===== config.mk =====
export PLATFORM = sky130hd
export DESIGN_NAME = ram_stream_out_flat
export DESIGN_NICKNAME = d
export VERILOG_FILES = /design/src/rtl/ram_stream_out_if.sv /design/src/rtl/ram_stream_out.sv /design/src/flat_wrapper.sv
export SDC_FILE = /design/constraint.sdc
export NUM_CORES = 1
export LEC_CHECK = 0
export ABC_AREA = 0
export CAP_MARGIN = 20
export CELL_PAD_IN_SITES_DETAIL_PLACEMENT = 0
export CELL_PAD_IN_SITES_GLOBAL_PLACEMENT = 1
export CORE_ASPECT_RATIO = 1.25
export CORE_MARGIN = 1.5
export CORE_UTILIZATION = 40
export DETAILED_ROUTE_END_ITERATION = 8
export PLACE_DENSITY = 0.85
export SYNTH_ARGS = -nofsm -noshare
export SYNTH_HDL_FRONTEND = slang
export SYNTH_SLANG_ARGS = --single-unit

===== constraint.sdc =====
create_clock -name clock -period 3.9 [get_ports clock]
set_input_delay 0.585 -clock clock [delete_from_list [all_inputs] [get_ports clock]]
set_output_delay 0.585 -clock clock [all_outputs]
set_load 0.1 [all_outputs]

===== src/rtl/ram_stream_out_if.sv =====
// ram_stream_out_if: bundles the signals of ram_stream_out other than clock and reset.
//   Avalon-MM slave: address[2:0], write, writedata[31:0], read, readdata[31:0]
//   RAM C read port: addr_c[10:0] (address out), q_c[31:0] (data back, 1-cycle latency)
//   Output stream:   out_data[31:0], out_valid, out_ready, out_last
// The slave modport is the drain block's view. The master modport is the view of
// the host, RAM and sink surrounding it.
interface ram_stream_out_if;
    logic [2:0]  address;
    logic        write;
    logic [31:0] writedata;
    logic        read;
    logic [31:0] readdata;
    logic [10:0] addr_c;
    logic [31:0] q_c;
    logic [31:0] out_data;
    logic        out_valid;
    logic        out_ready;
    logic        out_last;

    modport slave (
        input  address, write, writedata, read, q_c, out_ready,
        output readdata, addr_c, out_data, out_valid, out_last
    );

    modport master (
        output address, write, writedata, read, q_c, out_ready,
        input  readdata, addr_c, out_data, out_valid, out_last
    );
endinterface


===== src/rtl/ram_stream_out.sv =====
// ram_stream_out: reads a host-programmed window of result RAM C and emits it as a
// valid/ready stream, with a last-beat marker. Up to one word per clock is
// sustained despite the one-cycle RAM read latency, using a 2-entry output buffer.
//   clock : single clock, rising edge
//   reset : synchronous, active-high
//   bus   : ram_stream_out_if.slave (Avalon registers, RAM C read port, output stream)
// Registers:
//   0 go/status (write bit0: start or abort; read {done,busy})
//   1 start address
//   2 length (clamped to 2048)
//   3 accepted beat count
//   4 ID
module ram_stream_out (
    input  logic            clock,
    input  logic            reset,
    ram_stream_out_if.slave bus
);
    localparam logic [31:0] ID_VALUE = 32'h5354524D;
    localparam logic [11:0] MAX_LEN  = 12'd2048;

    typedef enum logic [1:0] {ST_IDLE, ST_RUN, ST_DONE} state_t;

    state_t      state_q, state_d;
    logic [10:0] start_q;
    logic [11:0] length_q;
    logic [11:0] beats_q;
    logic [11:0] issued_q;
    logic [10:0] issue_addr_q;
    logic        inflight_q;
    logic [31:0] fifo_mem [2];
    logic        rd_ptr_q;
    logic        wr_ptr_q;
    logic [1:0]  fifo_count_q;
    logic [31:0] readdata_q;

    logic        busy;
    logic        done;
    logic        go_wr;
    logic        start_run;
    logic        abort_run;
    logic        pop;
    logic        issue;
    logic [2:0]  occupancy;

    always_comb begin
        busy      = (state_q == ST_RUN);
        done      = (state_q == ST_DONE);
        go_wr     = bus.write && (bus.address == 3'd0);
        start_run = go_wr && bus.writedata[0] && !busy;
        abort_run = go_wr && !bus.writedata[0] && busy;
        pop       = bus.out_valid && bus.out_ready;
        // A word in flight from the RAM has a reserved buffer slot. A slot that
        // frees up this cycle is reusable at once, so back-to-back issue continues
        // while the sink accepts every cycle.
        occupancy = {1'b0, fifo_count_q} + {2'b00, inflight_q} - {2'b00, pop};
        issue     = busy && !abort_run && (issued_q < length_q) && (occupancy < 3'd2);
    end

    always_comb begin
        state_d = state_q;
        case (state_q)
            ST_IDLE, ST_DONE: begin
                if (start_run) state_d = ST_RUN;
            end
            ST_RUN: begin
                if (abort_run) begin
                    state_d = ST_IDLE;
                end else if ((length_q == 12'd0) || (pop && bus.out_last)) begin
                    state_d = ST_DONE;
                end
            end
            default: state_d = ST_IDLE;
        endcase
    end

    always_ff @(posedge clock) begin
        if (reset) begin
            state_q <= ST_IDLE;
        end else begin
            state_q <= state_d;
        end
    end

    always_ff @(posedge clock) begin
        if (reset) begin
            start_q      <= '0;
            length_q     <= '0;
            beats_q      <= '0;
            issued_q     <= '0;
            issue_addr_q <= '0;
            inflight_q   <= 1'b0;
            fifo_mem[0]  <= '0;
            fifo_mem[1]  <= '0;
            rd_ptr_q     <= 1'b0;
            wr_ptr_q     <= 1'b0;
            fifo_count_q <= '0;
            readdata_q   <= '0;
        end else begin
            if (start_run) begin
                beats_q      <= '0;
                issued_q     <= '0;
                issue_addr_q <= start_q;
                inflight_q   <= 1'b0;
                rd_ptr_q     <= 1'b0;
                wr_ptr_q     <= 1'b0;
                fifo_count_q <= '0;
            end else if (abort_run) begin
                // Abort discards buffered and in-flight words. The beat count keeps its value.
                inflight_q   <= 1'b0;
                rd_ptr_q     <= 1'b0;
                wr_ptr_q     <= 1'b0;
                fifo_count_q <= '0;
            end else begin
                inflight_q <= issue;
                if (issue) begin
                    issue_addr_q <= issue_addr_q + 11'd1;
                    issued_q     <= issued_q + 12'd1;
                end
                if (inflight_q) begin
                    fifo_mem[wr_ptr_q] <= bus.q_c;
                    wr_ptr_q           <= ~wr_ptr_q;
                end
                if (pop) begin
                    rd_ptr_q <= ~rd_ptr_q;
                    beats_q  <= beats_q + 12'd1;
                end
                fifo_count_q <= fifo_count_q + {1'b0, inflight_q} - {1'b0, pop};
            end

            if (bus.write && !busy) begin
                case (bus.address)
                    3'd1: start_q <= bus.writedata[10:0];
                    3'd2: length_q <= (bus.writedata > 32'd2048) ? MAX_LEN
                                                                : bus.writedata[11:0];
                    default: ;
                endcase
            end

            if (bus.read) begin
                case (bus.address)
                    3'd0:    readdata_q <= {30'b0, done, busy};
                    3'd1:    readdata_q <= {21'b0, start_q};
                    3'd2:    readdata_q <= {20'b0, length_q};
                    3'd3:    readdata_q <= {20'b0, beats_q};
                    3'd4:    readdata_q <= ID_VALUE;
                    default: readdata_q <= readdata_q;
                endcase
            end
        end
    end

    assign bus.readdata  = readdata_q;
    assign bus.addr_c    = issue_addr_q;
    assign bus.out_valid = (fifo_count_q != 2'd0);
    assign bus.out_data  = fifo_mem[rd_ptr_q];
    // Beats leave in order, so the head is always beat number beats_q.
    assign bus.out_last  = bus.out_valid && (beats_q == length_q - 12'd1);
endmodule


===== src/flat_wrapper.sv =====
// flat-port wrapper written by rule: the top's interface ports become plain ports
module ram_stream_out_flat 
  (clock, reset, bus_address, bus_write, bus_writedata, bus_read, bus_q_c, bus_out_ready, bus_readdata, bus_addr_c, bus_out_data, bus_out_valid, bus_out_last);
  ram_stream_out_if bus_i ();
  input  logic clock;
  input  logic reset;
  input wire logic [$bits(bus_i.address)-1:0] bus_address;
  input wire logic [$bits(bus_i.write)-1:0] bus_write;
  input wire logic [$bits(bus_i.writedata)-1:0] bus_writedata;
  input wire logic [$bits(bus_i.read)-1:0] bus_read;
  input wire logic [$bits(bus_i.q_c)-1:0] bus_q_c;
  input wire logic [$bits(bus_i.out_ready)-1:0] bus_out_ready;
  output wire logic [$bits(bus_i.readdata)-1:0] bus_readdata;
  output wire logic [$bits(bus_i.addr_c)-1:0] bus_addr_c;
  output wire logic [$bits(bus_i.out_data)-1:0] bus_out_data;
  output wire logic [$bits(bus_i.out_valid)-1:0] bus_out_valid;
  output wire logic [$bits(bus_i.out_last)-1:0] bus_out_last;
  assign bus_i.address = bus_address;
  assign bus_i.write = bus_write;
  assign bus_i.writedata = bus_writedata;
  assign bus_i.read = bus_read;
  assign bus_i.q_c = bus_q_c;
  assign bus_i.out_ready = bus_out_ready;
  assign bus_readdata = bus_i.readdata;
  assign bus_addr_c = bus_i.addr_c;
  assign bus_out_data = bus_i.out_data;
  assign bus_out_valid = bus_i.out_valid;
  assign bus_out_last = bus_i.out_last;
  ram_stream_out u_core (.clock(clock), .reset(reset), .bus(bus_i));
endmodule

* After elaboration in Yosys (flattened, before gate mapping)
Memory sizes are Yosys's and may differ from the RTL's. A register that Yosys moved wholly into a read port is not among the register bits. Cells that the tools add are included.
Storage, ports and cells: bits in registers 97, bits in latches 0, memory bits (writable) 64, ROM bits 0, input port bits 72, memories 1
Operators by class: $add $sub $neg 8, multipliers 0, div/mod/pow operators 0, order comparisons 3, equal/unequal tests 10, shift-type cells 0, mux-type cells 21, bitwise logic cells 3, reduce and logical (&&, ||, !) cells 33
Memory list:
- u_core.fifo_mem | words 2, width 32, read ports 1, clocked after Yosys merged registers in 1, wr ports 2, line ram_stream_out.sv:30 | logic [31:0] fifo_mem [2];
Operators with widths (number):
- 32-bit one-hot mux with 5 select lines | 1
- 11-bit 2-to-1 mux | 3
- 32-bit by 12-bit > comparator with 1-bit output (second input constant) | 1
- 32-bit 2-to-1 mux | 1
- 32-bit OR reduction | 1
- 12-bit by 1-bit adder with 12-bit output (second input constant) | 2
- 2-bit AND reduction | 7
- 12-bit == test | 1
- 1-bit logical AND | 12
- 12-bit zero test | 1
- 12-bit < comparator | 1
- 12-bit 2-to-1 mux | 1
- 12-bit by 1-bit subtractor with 12-bit output (second input constant) | 1
- 11-bit by 1-bit adder with 11-bit output (second input constant) | 1
- 1-bit 2-to-1 mux | 11
- 3-bit by 2-bit == test with 1-bit output (second input constant) | 2
- 2-bit 2-to-1 mux | 3
- 5-bit nonzero test | 1
- 2-bit by 1-bit inequality test with 1-bit output (second input constant) | 2
- 2-bit one-hot mux with 2 select lines | 1
- 2-bit nonzero test | 2
- 2-bit OR reduction | 2
- 2-bit by 1-bit adder with 3-bit output | 1
- 3-bit by 1-bit == test with 1-bit output (second input constant) | 1
- 14 further kinds | 18

* Depth between registers and ports, before layout
word-level depth 11, depth in mapped cells 12

* Worst setup path before layout
OpenSTA, ideal clock, no wires.
kind register to output, start register u_core.length_q[0], end output bus_out_last, data arrival time 3.106 ns, data required time 3.315 ns, setup slack 0.209 ns, cell stages (with the launch flop) 10, path through dfxtp_1 buf_6 inv_1 ha_1 or3b_2 nor4b_1 a31oi_1 nor3b_1 nor2_1 nor2_1
Between the ends: longest elaborated chain between the ends 3
RTL lines:
- start, declared | line ram_stream_out.sv:25 | logic [11:0] length_q;
- start signal, assigned | line ram_stream_out.sv:133 | 3'd2: length_q <= (bus.writedata > 32'd2048) ? MAX_LEN
- 12-bit by 1-bit subtractor with 12-bit output | line ram_stream_out.sv:157 | assign bus.out_last = bus.out_valid && (beats_q == length_q - 12'd1);
- 12-bit == test | line ram_stream_out.sv:157
- 1-bit logical AND | line ram_stream_out.sv:157
- end, declared | line flat_wrapper.sv:17 | output wire logic [$bits(bus_i.out_last)-1:0] bus_out_last;
Every way passes these cells.

* Worst setup path in the final report
Ends and elaborated chain as after synthesis.

==> impl_metrics.json <==
{
  "leakage_nw": 3.52,
  "drive_gt1_share_pct": 15.1,
  "hold_ws_ns": 0.487,
  "overflow": 0,
  "path_clk_slew_ns": 0.06,
  "worstHoldPathType": "reg -> reg",
  "fmax_mhz": 277,
  "cts_hold_buf": 0,
  "crit_end": "bus_out_last",
  "antenna_found_initial": 0,
  "ios": 149,
  "first_global_vias": 5587,
  "die_y_um": 155,
  "arrival_ns": 3.02,
  "rows": 55,
  "muxShareOfSynthArea_pct": 7.67,
  "clock_sinks": 143,
  "min_period_over_period_pct": 92.5,
  "cts.path.max_buffers": 2,
  "port_buffers": 137,
  "die_w_um": 125,
  "clockRootBuffer": "clkbuf_16",
  "reg2reg_from": "u_core.fifo_count_q[1]",
  "num_vias": 5900,
  "hpwl_mm": 13.4,
  "setup_violations": 0,
  "cp.required_ns": 3.31,
  "route.detailed.drc": 0,
  "worstSetupPathType": "reg -> out",
  "synth_cells": 738,
  "maxSlewViolCount": 0,
  "startpoint": "u_core.length_q[0]",
  "synthSimpleGateAreaFrac_pct": 20.4,
  "drtIter0Drc": 380,
  "ys.flop_type": "dfxtp_1",
  "grt_first_pass_wirelength_mm": 29.7,
  "rsz0062_at_grt": "false",
  "clk_latency_ns": 0.42,
  "grt_max_degree": 36,
  "final_nets": 955,
  "grtUsageTotal_pct": 19.4,
  "worstSetupStartpointType": "register",
  "ys_ff_latch": 143,
  "post_cts_resized": 0,
  "async_flop_share_pct": 0,
  "r2r_end": "u_core.bus.addr_c[10]",
  "synth_compound_area_share_pct": 12.1,
  "synth.distinct_cells": 67,
  "crit_fanout": 9,
  "design_area_um2": 9470,
  "r2r_cells": 13,
  "cts_setup_buffers": 0,
  "num_antenna_cells": 0,
  "via_per_inst": 5.34,
  "drt-total-wl_mm": 18.3,
  "drtAntennaViolNets": 0,
  "cts_buffers": 17,
  "dieArea_um2": 19300,
  "synth_top_family_by_area": "simple AND/OR/NAND/NOR gates",
  "h-tree-depth": 4,
  "hold_violations": 0,
  "reg2reg_slack_ns": 0.66,
  "gp_congestion": 0.920,
  "area_delta_synth_final_pct": 28.1,
  "vdd_drop_max_mv": 0.298,
  "core_um2": 18100,
  "synth_area_um2": 7390,
  "outcome": "completed",
  "yosys_warnings": 0,
  "synth_adder_area_share_pct": 3.32,
  "finClkSkew_ns": 0.00762,
  "holdCritStartpoint": "u_core.issued_q[11]",
  "drt_first_pass_iters": 5,
  "worst_pin_slew_ns": 1.01,
  "post_dp_cell_area_um2": 8830,
  "start_util_pct": 40.8,
  "synth-edff-count": 64,
  "cts_tree": "done",
  "synth_xor_area_share_pct": 3.79,
  "synth.avg_cell_area_um2": 10.0,
  "fin_crit_ns": 3.61,
  "maxCapViolations": 0,
  "relSlewSlack_pct": 32.5,
  "routedWlPerCell_um": 16.6,
  "cp-end-kind": "output port",
  "ys_seq_area_share_pct": 47.4,
  "setup_tns_ns": 0,
  "powerDensity_nw_per_um2": 440
}
-- report_power, final --
part | leakage (nW) | internal (mW) | switching, mW
clock network | 0.300 | 1.08 | 0.650
registers | 1.30 | 1.60 | 0.0245
logic | 1.92 | 0.226 | 0.577
total | 3.52 | 2.91 | 1.25
-- how the worst min path moves through the flow --
stage	end	slack, ns	depth (start not counted)
CTS	u_core.issued_q[11]	0.48	2
finish	u_core.issued_q[11]	0.49	2
floorplan	u_core.issued_q[11]	0.45	2
detailed placement	u_core.issued_q[11]	0.48	2
global placement	u_core.issued_q[11]	0.47	2
global route	u_core.issued_q[11]	0.49	2
-- placed cells by master, fill, tap and decap left out, types with 4 or more instances in the layout --
cell type        instances
mux2i_1                 18
buf_4                   48
o211ai_1                 5
or3_1                   10
xor2_1                  16
nor4_1                  11
edfxtp_1                64
or4_1                    6
bufinv_16                4
a21oi_1                 21
o21ai_0                 27
a311oi_1                 4
and2_1                  66
and3_1                   9
mux2_2                  32
inv_6                    4
conb_1                  11
ha_1                    18
dfxtp_1                 79
a211oi_1                12
nand2b_1                 6
nor3_1                  16
clkbuf_16               17
nand4_1                  9
nor2b_1                  6
clkdlybuf4s50_1        103
nand2_1                 33
a31oi_1                  6
inv_1                   24
nand3_1                 12
xnor2_1                 16
or2_2                    5
nor2_1                  79
o31ai_1                  5
a22oi_1                 23
-- worst max-delay path, stage by stage, from the launching register on --
cell,delay [ns]
dfxtp_1,0.44
inv_1,0.17
ha_1,0.29
or3b_2,0.53
nor4b_1,0.27
a31oi_1,0.07
nor3b_1,0.31
nor2_1,0.07
nor2_1,0.23
buf_12,0.21
-- logic make-up after synthesis --
group / Yosys count
and+or+nand+nor: 284
DFF: 143
AOI/OAI and AO/OA: 128
buffers and inverters: 80
muxes: 51
xor gates and xnor gates: 32
adders and majority gates: 19
other: 1
-- per-layer routing --
| layer | vias to the layer above | part of all wire [%] | routed length, um | global-route usage (%) |
|---|---|---|---|---|
| met1 | 2795 | 44 | 8030 | 24.4 |
| met5 | - | 0 | 0 | 0 |
| li1 | 2878 | - | - | - |
| met2 | 205 | 48 | 8890 | 32.7 |
| met3 | 22 | 5.3 | 972 | 3.92 |
| met4 | 0 | 2.5 | 451 | 8.32 |
-- metrics by stage --
step           instances  utilization [%]  worst slack, ns  power [mW]
2_1_floorplan        748                -            0.209        2.26
3_3_place_gp        1073             48.8            0.160        2.46
3_5_place_dp        1073             48.8           0.0945        2.46
4_1_cts             1105             52.3            0.265        4.20
5_1_grt             1105             52.3           0.0223        4.30
6_report            1105             52.3            0.291        4.16
-- flip-flops by register name (all words and copies together) (netlist names), named ones only --
signal,cells
u_core.start_q,11
u_core.length_q,12
u_core.inflight_q,1
u_core.state_q,2
u_core.fifo_count_q,2
u_core.beats_q,12
u_core.issued_q,12
u_core.rd_ptr_q,1
u_core.bus.readdata,13
u_core.bus.addr_c,11
u_core.fifo_mem,64
u_core.wr_ptr_q,1
-- Yosys cell counts, types with 17 or more instances --
cell type,n,area (um2)
dfxtp_1,79,1580
nor2_1,79,297
and2_1,66,413
edfxtp_1,64,1920
nand2_1,33,124
mux2_2,32,360
clkbuf_1,29,109
o21ai_0,27,135
inv_1,24,90.1
a22oi_1,23,173
a21oi_1,21,105
buf_4,19,143
ha_1,18,225
mux2i_1,18,180
nor3_1,17,85.1
-- cell type report --
type / count / area [um2]
Tap cell: 228 / 285
Inverter: 24 / 90.1
Clock buffer: 17 / 425
Timing Repair Buffer: 153 / 1420
Clock inverter: 15 / 208
Multi-Input combinational cell: 525 / 3540
Sequential cell: 143 / 3500
Fill cell: 1684 / 8630
Note: power is estimated with default switching activity, not from simulation.
